**src/rtl/irrigation_pkg.sv**
```systemverilog
// Purpose: shared types and constants for the irrigation sequencer (state encoding, request codes, timer width).
// Latency: n/a (declarations only).
// Backpressure: n/a.
package irrigation_pkg;

    // Width of the per-phase minute counter and of every phase-length parameter.
    localparam int PHASE_W = 6;

    // Coded irrigation request coming from the mode encoder.
    localparam logic [1:0] IRG_NONE = 2'b00;
    localparam logic [1:0] IRG_SPR  = 2'b01;
    localparam logic [1:0] IRG_DRIP = 2'b10;
    localparam logic [1:0] IRG_BAD  = 2'b11;

    typedef enum logic [2:0] {
        ST_IDLE     = 3'd0,
        ST_PRIME    = 3'd1,
        ST_SPRINKLE = 3'd2,
        ST_DRIP     = 3'd3,
        ST_DRAIN    = 3'd4,
        ST_FAULT    = 3'd5
    } state_t;

endpackage

```
**src/rtl/phase_timer.sv**
```systemverilog
// Purpose: minute counter for one sequencer phase; flags the tick that completes the phase.
// Latency: o_expire is combinational on the terminal tick; o_count updates on the following edge.
// Backpressure: none; every i_tick pulse is consumed unless i_clear is high.
//
// Ports: i_clk/i_rst clock and async active-high reset; i_clear zeroes the count (wins over i_tick);
//        i_tick one-cycle minute pulse; i_length phase length in ticks;
//        o_count saturating tick count; o_expire high when this tick makes the count reach i_length.
module phase_timer
    import irrigation_pkg::*;
(
    input  logic               i_clk,
    input  logic               i_rst,
    input  logic               i_clear,
    input  logic               i_tick,
    input  logic [PHASE_W-1:0] i_length,
    output logic [PHASE_W-1:0] o_count,
    output logic               o_expire
);

    logic [PHASE_W-1:0] r_count;
    logic [PHASE_W:0]   w_count_inc;   // one bit wider so the compare cannot wrap at 63

    assign w_count_inc = {1'b0, r_count} + (PHASE_W+1)'(1);

    // Expire deliberately ignores i_clear: the FSM derives i_clear from its next state,
    // which itself depends on o_expire.
    assign o_expire = i_tick && (w_count_inc == {1'b0, i_length});

    always_ff @(posedge i_clk or posedge i_rst) begin
        if (i_rst) begin
            r_count <= '0;
        end else if (i_clear) begin
            r_count <= '0;
        end else if (i_tick && !(&r_count)) begin
            r_count <= w_count_inc[PHASE_W-1:0];
        end
    end

    assign o_count = r_count;

endmodule

```
**src/rtl/irrigation_sequencer.sv**
```systemverilog
// Purpose: timed pump/valve sequencer (prime, sprinkle or drip, drain) with latched fault shutdown.
// Latency: 1 cycle from sampled request/alarm to registered actuator outputs.
// Backpressure: none; requests are sampled only in IDLE (and drip handover in SPRINKLE), otherwise ignored.
//
// Ports: i_clk, i_rst (async active-high); i_tick_min minute pulse; i_coded_irg request code;
//        i_alarm, i_water_low fault levels; i_fault_clr fault acknowledge;
//        o_pump_on, o_valve_spr, o_valve_drip actuators; o_busy, o_fault, o_done status; o_phase_min phase minutes.
module irrigation_sequencer
    import irrigation_pkg::*;
#(
    parameter int PRIME_TICKS = 2,
    parameter int SPR_TICKS   = 10,
    parameter int DRIP_TICKS  = 30,
    parameter int DRAIN_TICKS = 1
) (
    input  logic               i_clk,
    input  logic               i_rst,
    input  logic               i_tick_min,
    input  logic [1:0]         i_coded_irg,
    input  logic               i_alarm,
    input  logic               i_water_low,
    input  logic               i_fault_clr,
    output logic               o_pump_on,
    output logic               o_valve_spr,
    output logic               o_valve_drip,
    output logic               o_busy,
    output logic               o_fault,
    output logic               o_done,
    output logic [PHASE_W-1:0] o_phase_min
);

    localparam logic [PHASE_W-1:0] L_PRIME = PHASE_W'(PRIME_TICKS);
    localparam logic [PHASE_W-1:0] L_SPR   = PHASE_W'(SPR_TICKS);
    localparam logic [PHASE_W-1:0] L_DRIP  = PHASE_W'(DRIP_TICKS);
    localparam logic [PHASE_W-1:0] L_DRAIN = PHASE_W'(DRAIN_TICKS);

    state_t             r_state;
    state_t             w_next_state;
    logic [1:0]         r_mode;
    logic               r_pump_on;
    logic               r_valve_spr;
    logic               r_valve_drip;
    logic               r_busy;
    logic               r_fault;
    logic               r_done;
    logic [PHASE_W-1:0] w_length;
    logic               w_clear;
    logic               w_expire;
    logic               w_fault_cond;

    assign w_fault_cond = i_alarm || i_water_low;

    always_comb begin
        w_length = '0;
        case (r_state)
            ST_PRIME:    w_length = L_PRIME;
            ST_SPRINKLE: w_length = L_SPR;
            ST_DRIP:     w_length = L_DRIP;
            ST_DRAIN:    w_length = L_DRAIN;
            default:     w_length = '0;
        endcase
    end

    // Priority: fault condition, then fault_clr, then phase end / handover.
    always_comb begin
        w_next_state = r_state;
        if (r_state != ST_FAULT && w_fault_cond) begin
            w_next_state = ST_FAULT;
        end else begin
            case (r_state)
                ST_IDLE: begin
                    case (i_coded_irg)
                        IRG_SPR, IRG_DRIP: w_next_state = ST_PRIME;
                        IRG_NONE, IRG_BAD: w_next_state = ST_IDLE;
                        default:           w_next_state = ST_IDLE;
                    endcase
                end
                ST_PRIME: begin
                    if (w_expire) begin
                        w_next_state = (r_mode == IRG_DRIP) ? ST_DRIP : ST_SPRINKLE;
                    end
                end
                ST_SPRINKLE: begin
                    // Handover to drip skips re-priming; 00/11 mean "keep sprinkling".
                    if (i_coded_irg == IRG_DRIP) begin
                        w_next_state = ST_DRIP;
                    end else if (w_expire) begin
                        w_next_state = ST_DRAIN;
                    end
                end
                ST_DRIP: begin
                    if (w_expire) w_next_state = ST_DRAIN;
                end
                ST_DRAIN: begin
                    if (w_expire) w_next_state = ST_IDLE;
                end
                ST_FAULT: begin
                    if (i_fault_clr && !w_fault_cond) w_next_state = ST_IDLE;
                end
                default: w_next_state = ST_IDLE;
            endcase
        end
    end

    // Clearing on every state change swallows a tick that coincides with a transition;
    // holding clear in IDLE/FAULT makes ticks there no-ops.
    assign w_clear = (w_next_state != r_state) || (r_state == ST_IDLE) || (r_state == ST_FAULT);

    phase_timer u_phase_timer (
        .i_clk    (i_clk),
        .i_rst    (i_rst),
        .i_clear  (w_clear),
        .i_tick   (i_tick_min),
        .i_length (w_length),
        .o_count  (o_phase_min),
        .o_expire (w_expire)
    );

    // Outputs are decoded from the next state so they change on the same edge as the state.
    always_ff @(posedge i_clk or posedge i_rst) begin
        if (i_rst) begin
            r_state      <= ST_IDLE;
            r_mode       <= IRG_NONE;
            r_pump_on    <= 1'b0;
            r_valve_spr  <= 1'b0;
            r_valve_drip <= 1'b0;
            r_busy       <= 1'b0;
            r_fault      <= 1'b0;
            r_done       <= 1'b0;
        end else begin
            r_state <= w_next_state;
            if (r_state == ST_IDLE && w_next_state == ST_PRIME) begin
                r_mode <= i_coded_irg;
            end else if (r_state == ST_SPRINKLE && w_next_state == ST_DRIP) begin
                r_mode <= IRG_DRIP;
            end
            r_pump_on    <= (w_next_state == ST_PRIME) || (w_next_state == ST_SPRINKLE) ||
                            (w_next_state == ST_DRIP);
            r_valve_spr  <= (w_next_state == ST_SPRINKLE);
            r_valve_drip <= (w_next_state == ST_DRIP);
            r_busy       <= (w_next_state != ST_IDLE) && (w_next_state != ST_FAULT);
            r_fault      <= (w_next_state == ST_FAULT);
            r_done       <= (r_state == ST_DRAIN) && (w_next_state == ST_IDLE);
        end
    end

    assign o_pump_on    = r_pump_on;
    assign o_valve_spr  = r_valve_spr;
    assign o_valve_drip = r_valve_drip;
    assign o_busy       = r_busy;
    assign o_fault      = r_fault;
    assign o_done       = r_done;

endmodule

```
**config.mk**
```make
export PLATFORM = sky130hd
export DESIGN_NAME = irrigation_sequencer
export DESIGN_NICKNAME = d
export VERILOG_FILES = /design/src/rtl/irrigation_pkg.sv /design/src/rtl/phase_timer.sv /design/src/rtl/irrigation_sequencer.sv
export SDC_FILE = /design/constraint.sdc
export NUM_CORES = 1
export LEC_CHECK = 0
export BUFFER_PORTS_ARGS = -buffer_cell sky130_fd_sc_hd__buf_2
export CORE_UTILIZATION = 40
export DETAILED_ROUTE_END_ITERATION = 8
export GPL_TIMING_DRIVEN = 0
export PLACE_DENSITY = 0.56
export SLEW_MARGIN = 20
export SYNTH_ARGS = -nofsm -noshare
export SYNTH_HDL_FRONTEND = slang
export SYNTH_SLANG_ARGS = --single-unit
```
**constraint.sdc**
```tcl
create_clock -name i_clk -period 3.81 [get_ports i_clk]
set_clock_uncertainty 0.2 [all_clocks]
set_input_delay 0 -clock i_clk [delete_from_list [all_inputs] [get_ports i_clk]]
set_output_delay 0 -clock i_clk [all_outputs]
set_load 0.05 [all_outputs]
```
# Word level (Yosys, flattened, before mapping)
# Cells that the tools add are included.
op_classes:
  addsub: 1
  eq_ne: 17
  mux: 14
  reduce_logical: 24
ops:
  columns: ["operator", "n"]
  rows:
  - ["one-hot mux 5 bit (4 select lines)", 1]
  - ["2-to-1 mux 3 bit", 6]
  - ["one-hot mux 3 bit (6 select lines)", 1]
  - ["== test 3 x 2 -> 1 bit (second input constant)", 4]
  - ["2-to-1 mux 6 bit", 2]
  - ["== test 3 bit (second input constant)", 3]
  - ["logical AND 1 bit", 8]
  - ["adder 6 x 1 -> 7 bit (second input constant)", 1]
  - ["== test 7 x 5 -> 1 bit", 1]
  - ["== test 2 bit (second input constant)", 3]
  - ["== test 3 x 1 -> 1 bit (second input constant)", 2]
  - ["logical NOT 3 bit", 2]
  - ["inequality test 3 bit (second input constant)", 2]
  - ["one-hot mux 3 bit (2 select lines)", 1]
  - ["AND reduction 6 bit", 1]
  - ["logical OR 1 bit", 5]
  - ["2-to-1 mux 2 bit", 2]
  - ["nonzero test 2 bit", 2]
  - ["OR reduction 2 bit", 2]
  - ["inequality test 3 bit", 1]
  - ["nonzero test 3 bit", 1]
  - ["== test 2 x 1 -> 1 bit (second input constant)", 1]
  - ["logical NOT 1 bit", 2]
  - ["logical NOT 2 bit", 1]
  - ["2-to-1 mux 1 bit", 1]
word_totals:
  ff_bits: 17
  inputBits: 8
  output_inout_bits: 12
  elab_cells: 65

# Longest topological paths before layout
logic_depth:
  depth_word: 12
  mapped_depth: 8
  mapped_depth_nobuf: 8

# By module
# From an unflattened synthesis, not the netlist that was laid out.
unflattened:
  hier_cells: 120
  area_unflattened_um2: 1174.9
by_module_without_submodules:
  columns: ["mod", "n_inst", "cells_each", "area_per_inst_um2", "seq_area_each_um2"]
  rows:
  - ["irrigation_sequencer", 1, 74, 719.4, 275.3]
  - ["phase_timer", 1, 46, 455.4, 150.1]

# Worst setup path before layout
# No wires, ideal clock.
synth_path:
  path_kind: "register -> register"
  start: "register u_phase_timer.r_count[0], in the netlist u_phase_timer.o_count[0]"
  end: "register r_valve_spr, in the netlist o_valve_spr"
  setup_time_ns: 0.126
  t_arrival_ns: 2.135
  t_required_ns: 3.484
  path_slack_ns: 1.349
  stages_incl_launch_ff: 8
  cell_sequence: "dfrtp_1 > ha_1 > clkbuf_8 > or4_4 > a31oi_4 > o221ai_2 > a32oi_2 > nor3b_2"
synth_between:
  elab_chain_len: 8
  elab_cells_between_ends: 10
synth_rtl:
  columns: ["element", "line", "source"]
  rows:
  - ["start: declaration", "phase_timer.sv:20", "logic [PHASE_W-1:0] r_count;"]
  - ["start signal: assignment", "phase_timer.sv:35", "r_count <= w_count_inc[PHASE_W-1:0];"]
  - ["adder 6 x 1 -> 7 bit (*)", "phase_timer.sv:23", "assign w_count_inc = {1'b0, r_count} + (PHASE_W+1)'(1);"]
  - ["== test 7 x 5 -> 1 bit (*)", "phase_timer.sv:27", "assign o_expire = i_tick && (w_count_inc == {1'b0, i_length});"]
  - ["logical AND 1 bit (*)", "phase_timer.sv:27", null]
  - ["2-to-1 mux 3 bit", "irrigation_sequencer.sv:87, irrigation_sequencer.sv:92", null]
  - ["2-to-1 mux 3 bit", "irrigation_sequencer.sv:85", "if (i_coded_irg == IRG_DRIP) begin"]
  - ["one-hot mux 3 bit (6 select lines) (*)", "irrigation_sequencer.sv:70", "case (r_state)"]
  - ["2-to-1 mux 3 bit (*)", "irrigation_sequencer.sv:67", "if (r_state != ST_FAULT && w_fault_cond) begin"]
  - ["== test 3 x 2 -> 1 bit (*)", "irrigation_sequencer.sv:139", "r_valve_spr <= (w_next_state == ST_SPRINKLE);"]
  - ["end signal: assignment", "irrigation_sequencer.sv:139", null]
  - ["end: declaration", "irrigation_sequencer.sv:41", "logic r_valve_spr;"]
# Every way passes the cells marked *; elsewhere a longest branch is shown, timed or not.
# A chain may end at the register's enable or synchronous reset.

# Worst setup path in the final report
layout_path:
  start: "input port i_coded_irg[0]"
  end: "register r_mode[1]"
layout_between:
  elab_chain_len: 8
  elab_cells_between_ends: 16
layout_rtl:
  columns: ["element", "line", "source"]
  rows:
  - ["start: declaration", "irrigation_sequencer.sv:19", "input logic [1:0] i_coded_irg,"]
  - ["== test 2 bit, or another cell as far along", "irrigation_sequencer.sv:72", "case (i_coded_irg)"]
  - ["OR reduction 2 bit", "irrigation_sequencer.sv:72", null]
  - ["one-hot mux 3 bit (2 select lines)", "irrigation_sequencer.sv:72", null]
  - ["one-hot mux 3 bit (6 select lines) (*)", "irrigation_sequencer.sv:70", null]
  - ["2-to-1 mux 3 bit (*)", "irrigation_sequencer.sv:67", null]
  - ["== test 3 x 1 -> 1 bit or == test 3 x 2 -> 1 bit (tied branches)", "irrigation_sequencer.sv:132, irrigation_sequencer.sv:134", null]
  - ["logical AND 1 bit (on tied branches)", "irrigation_sequencer.sv:132, irrigation_sequencer.sv:134", null]
  - ["2-to-1 mux 2 bit or nonzero test 2 bit (tied branches)", null, null]
  - ["end signal: assignment", "irrigation_sequencer.sv:133", "r_mode <= i_coded_irg;"]
  - ["end: declaration", "irrigation_sequencer.sv:39", "logic [1:0] r_mode;"]
# Every way passes the cells marked *; elsewhere a longest branch is shown, timed or not. The select of a mux whose other input is x is not followed.

==> metrics.txt <==
status complete, no violations; port buffer count 19; Post-synth ARST share 100%; Ys Warns 0; Worst path slowest cell dlygate4sd3_1; Seq pwr share 53.0%; Initial Util 43.1%; drt wl/cell 13.8 µm; synthesized cell area 0.00135 mm²; Max Fanout on Critical Path 5; vias in the first global route 1116; largest net degree at the start of global routing 18; setup TNS 0 ns; cells after synthesis 144; top_reg_cell synth dfrtp_1; Die Ht 60.0 µm; row count 20; part of the power in the clock network 27.5%; first-pass GRT wire length 5.23 mm; First DRT Iteration DRCs 31; Worst EP required 3.80 ns; Setup crit start kind primary input; worst-skew pair later-pin latency 0.29 ns; final count of hold timing violations 0; Sequential Area 425 µm²; HPWL Detailed 2.33 mm; Routed Antenna Nets 0; Reg clk slew, reported paths 0.10 ns; FILL cells 319; most frequent CP cell dlygate4sd3_1; crit path time final 2.47 ns; worst vdd rail ir drop 0.000175 V; Residual DRC 0; kind of critical path in2reg; CTS tree built; Max Clk Rate 0.405 GHz; Synth Net Count 154; multi-input logic area 792 µm²; Detailed Route WL 3.00 mm; initial antenna violation count 0; deepest clock path buffer count 2; RSZ-0062 raised after global routing false; vias per inst 5.45; Sw Share 29.0%; routability cong. 0.858; clock sinks 17; vias 1183; final net count 184; die span in x 60.0 µm; switching power 103 µW; slew margin rel. 57.8%; Int Power 252 µW; Detailed Routing Iterations Pass 1 4; CTS root buf clkbuf_4; fin util 50.7%; count of cell types in the netlist 57; cell breakdown of the critical path dlygate4sd3_1, buf_2, inv_1, ha_1, nor2_1, a21oi_1, nor3_1, and3b_1, o21ai_0, dlygate4sd3_1; Worst path max stage delay 0.56 ns; H-tree Lvls 1; Final Max Slew Viols 0; n_diodes 0; most frequent cells in the layout buf_2, dfrtp_1, nand2_1, nor2_1, inv_1; cts repair resizes 0; period utilization 64.8%; syn_area_per_cell 9.36 µm²; HP Class in2reg; Hold Buf Count CTS 6; pwr dens 224 mW/mm²; sequential-to-total area share from yosys stat 31.6%; Slew @ Worst Pin 0.633 ns; CP Capture Type flip-flop; CTS Buf Count 3; # Max-Cap Violations 0; commonest non-fill, non-tap cell in the layout buf_2; core area 0.00313 mm²; Layout area overhead 17.6%; Comb pwr share 19.5%; Yosys reg bits 17; crit path DAT 2.45 ns; Hold WS 0.0303 ns; leakage 0.672 nW; GRT overflow 0; die area 0.00360 mm²; placed cell area 0.00150 mm²; GRT Total Usage 19.7%; Post-synth EDFFs 0; share of cells above drive strength 1 29.5%; post-CTS setup buffer count 0; Final Cell Area 0.00159 mm²; final setup fails 0; I/O pin count 20
[registers in the layout, summed over array words and instances (netlist names)]
name,flops
r_mode,2
o_busy,1
o_fault,1
o_valve_spr,1
o_done,1
r_state,3
o_valve_drip,1
u_phase_timer.o_count,6
o_pump_on,1
[metrics by stage]
step	worst slack [ns]	power (mW)	instances
after global placement	1.39	0.254	207
after detailed placement	1.38	0.255	207
after floorplan	1.35	0.239	144
after CTS	1.36	0.358	217
after global routing	1.09	0.372	217
final	1.34	0.355	217
[synthesized netlist by cell type, types with 3 or more instances]
library cell	number	area [µm²]
a21oi_1	5	25.0
and2_1	4	25.0
buf_6	3	33.8
clkbuf_8	3	41.3
dfrtp_1	17	425
inv_1	8	30.0
nand2_1	10	37.5
nand2b_1	3	18.8
nand3_1	5	25.0
nor2_1	10	37.5
nor3_1	3	15.0
nor3b_1	3	22.5
o211ai_1	4	30.0
o21ai_0	3	15.0
o22ai_1	4	25.0
o2bb2ai_1	3	26.3
or3_1	5	31.3
xor2_1	4	35.0
[path summary, 6_finish.rpt]
path	from	depth (start not counted)	to	slack, ns
worst max-delay path	i_coded_irg[0]	10	r_mode[1]	1.34
worst min-delay path	i_alarm	5	r_mode[0]	0.03
worst max register to register	u_phase_timer.o_count[0]	7	u_phase_timer.o_count[2]	1.37
min in group asynchronous	i_rst	3	o_valve_spr	0.12
max in group asynchronous	i_rst	3	o_done	2.89
worst min register to register	r_mode[0]	2	r_mode[0]	0.35
[worst max-delay path: cells and delay by family]
family                     cells  cell delay, ns
AOI/OAI and AO/OA              2            0.15
adders and majority gates      1            0.28
buffers and inverters          4            1.23
and+or+nand+nor                3            0.80
[kinds of logic after synthesis]
logic type / synth area share (%)
buffers and inverters: 9.66
adder cells (fa/ha/maj): 1.86
multiplexers: 2.32
AO/OA/AOI/OAI: 24.4
AND/OR/NAND/NOR: 27.6
XOR/XNOR: 2.60
flip-flops: 31.6
[metal layers]
| layer | share of wire, % | vias up | global-route usage (%) | routed length, µm |
|---|---|---|---|---|
| li1 | - | 597 | - | - |
| met1 | 47 | 555 | 26.9 | 1420 |
| met2 | 47 | 29 | 31.9 | 1430 |
| met3 | 4.4 | 2 | 3.90 | 133 |
| met4 | 0.67 | 0 | 4.98 | 20 |
| met5 | 0 | - | 0 | 0 |
[layout make-up]
| class | count | share of cell area, % |
|---|---|---|
| Timing Repair Buffer | 25 | 9.79 |
| Clock inverter | 1 | 0.316 |
| Buffer | 10 | 6.31 |
| Sequential cell | 17 | 26.8 |
| Tap cell | 44 | 3.47 |
| Multi-Input combinational cell | 109 | 50.0 |
| Inverter | 8 | 1.89 |
| Clock buffer | 3 | 1.42 |
[power by group through the flow]
stage | logic (mW) | registers, mW | clock network (mW)
final | 0.0691 | 0.188 | 0.0977
after global routing | 0.0768 | 0.189 | 0.107
after CTS | 0.0695 | 0.188 | 0.101
after detailed placement | 0.0639 | 0.191 | 0
after global placement | 0.0629 | 0.191 | 0
after floorplan | 0.0406 | 0.198 | 0
No activity file was read; power rests on OpenSTA's default activity.
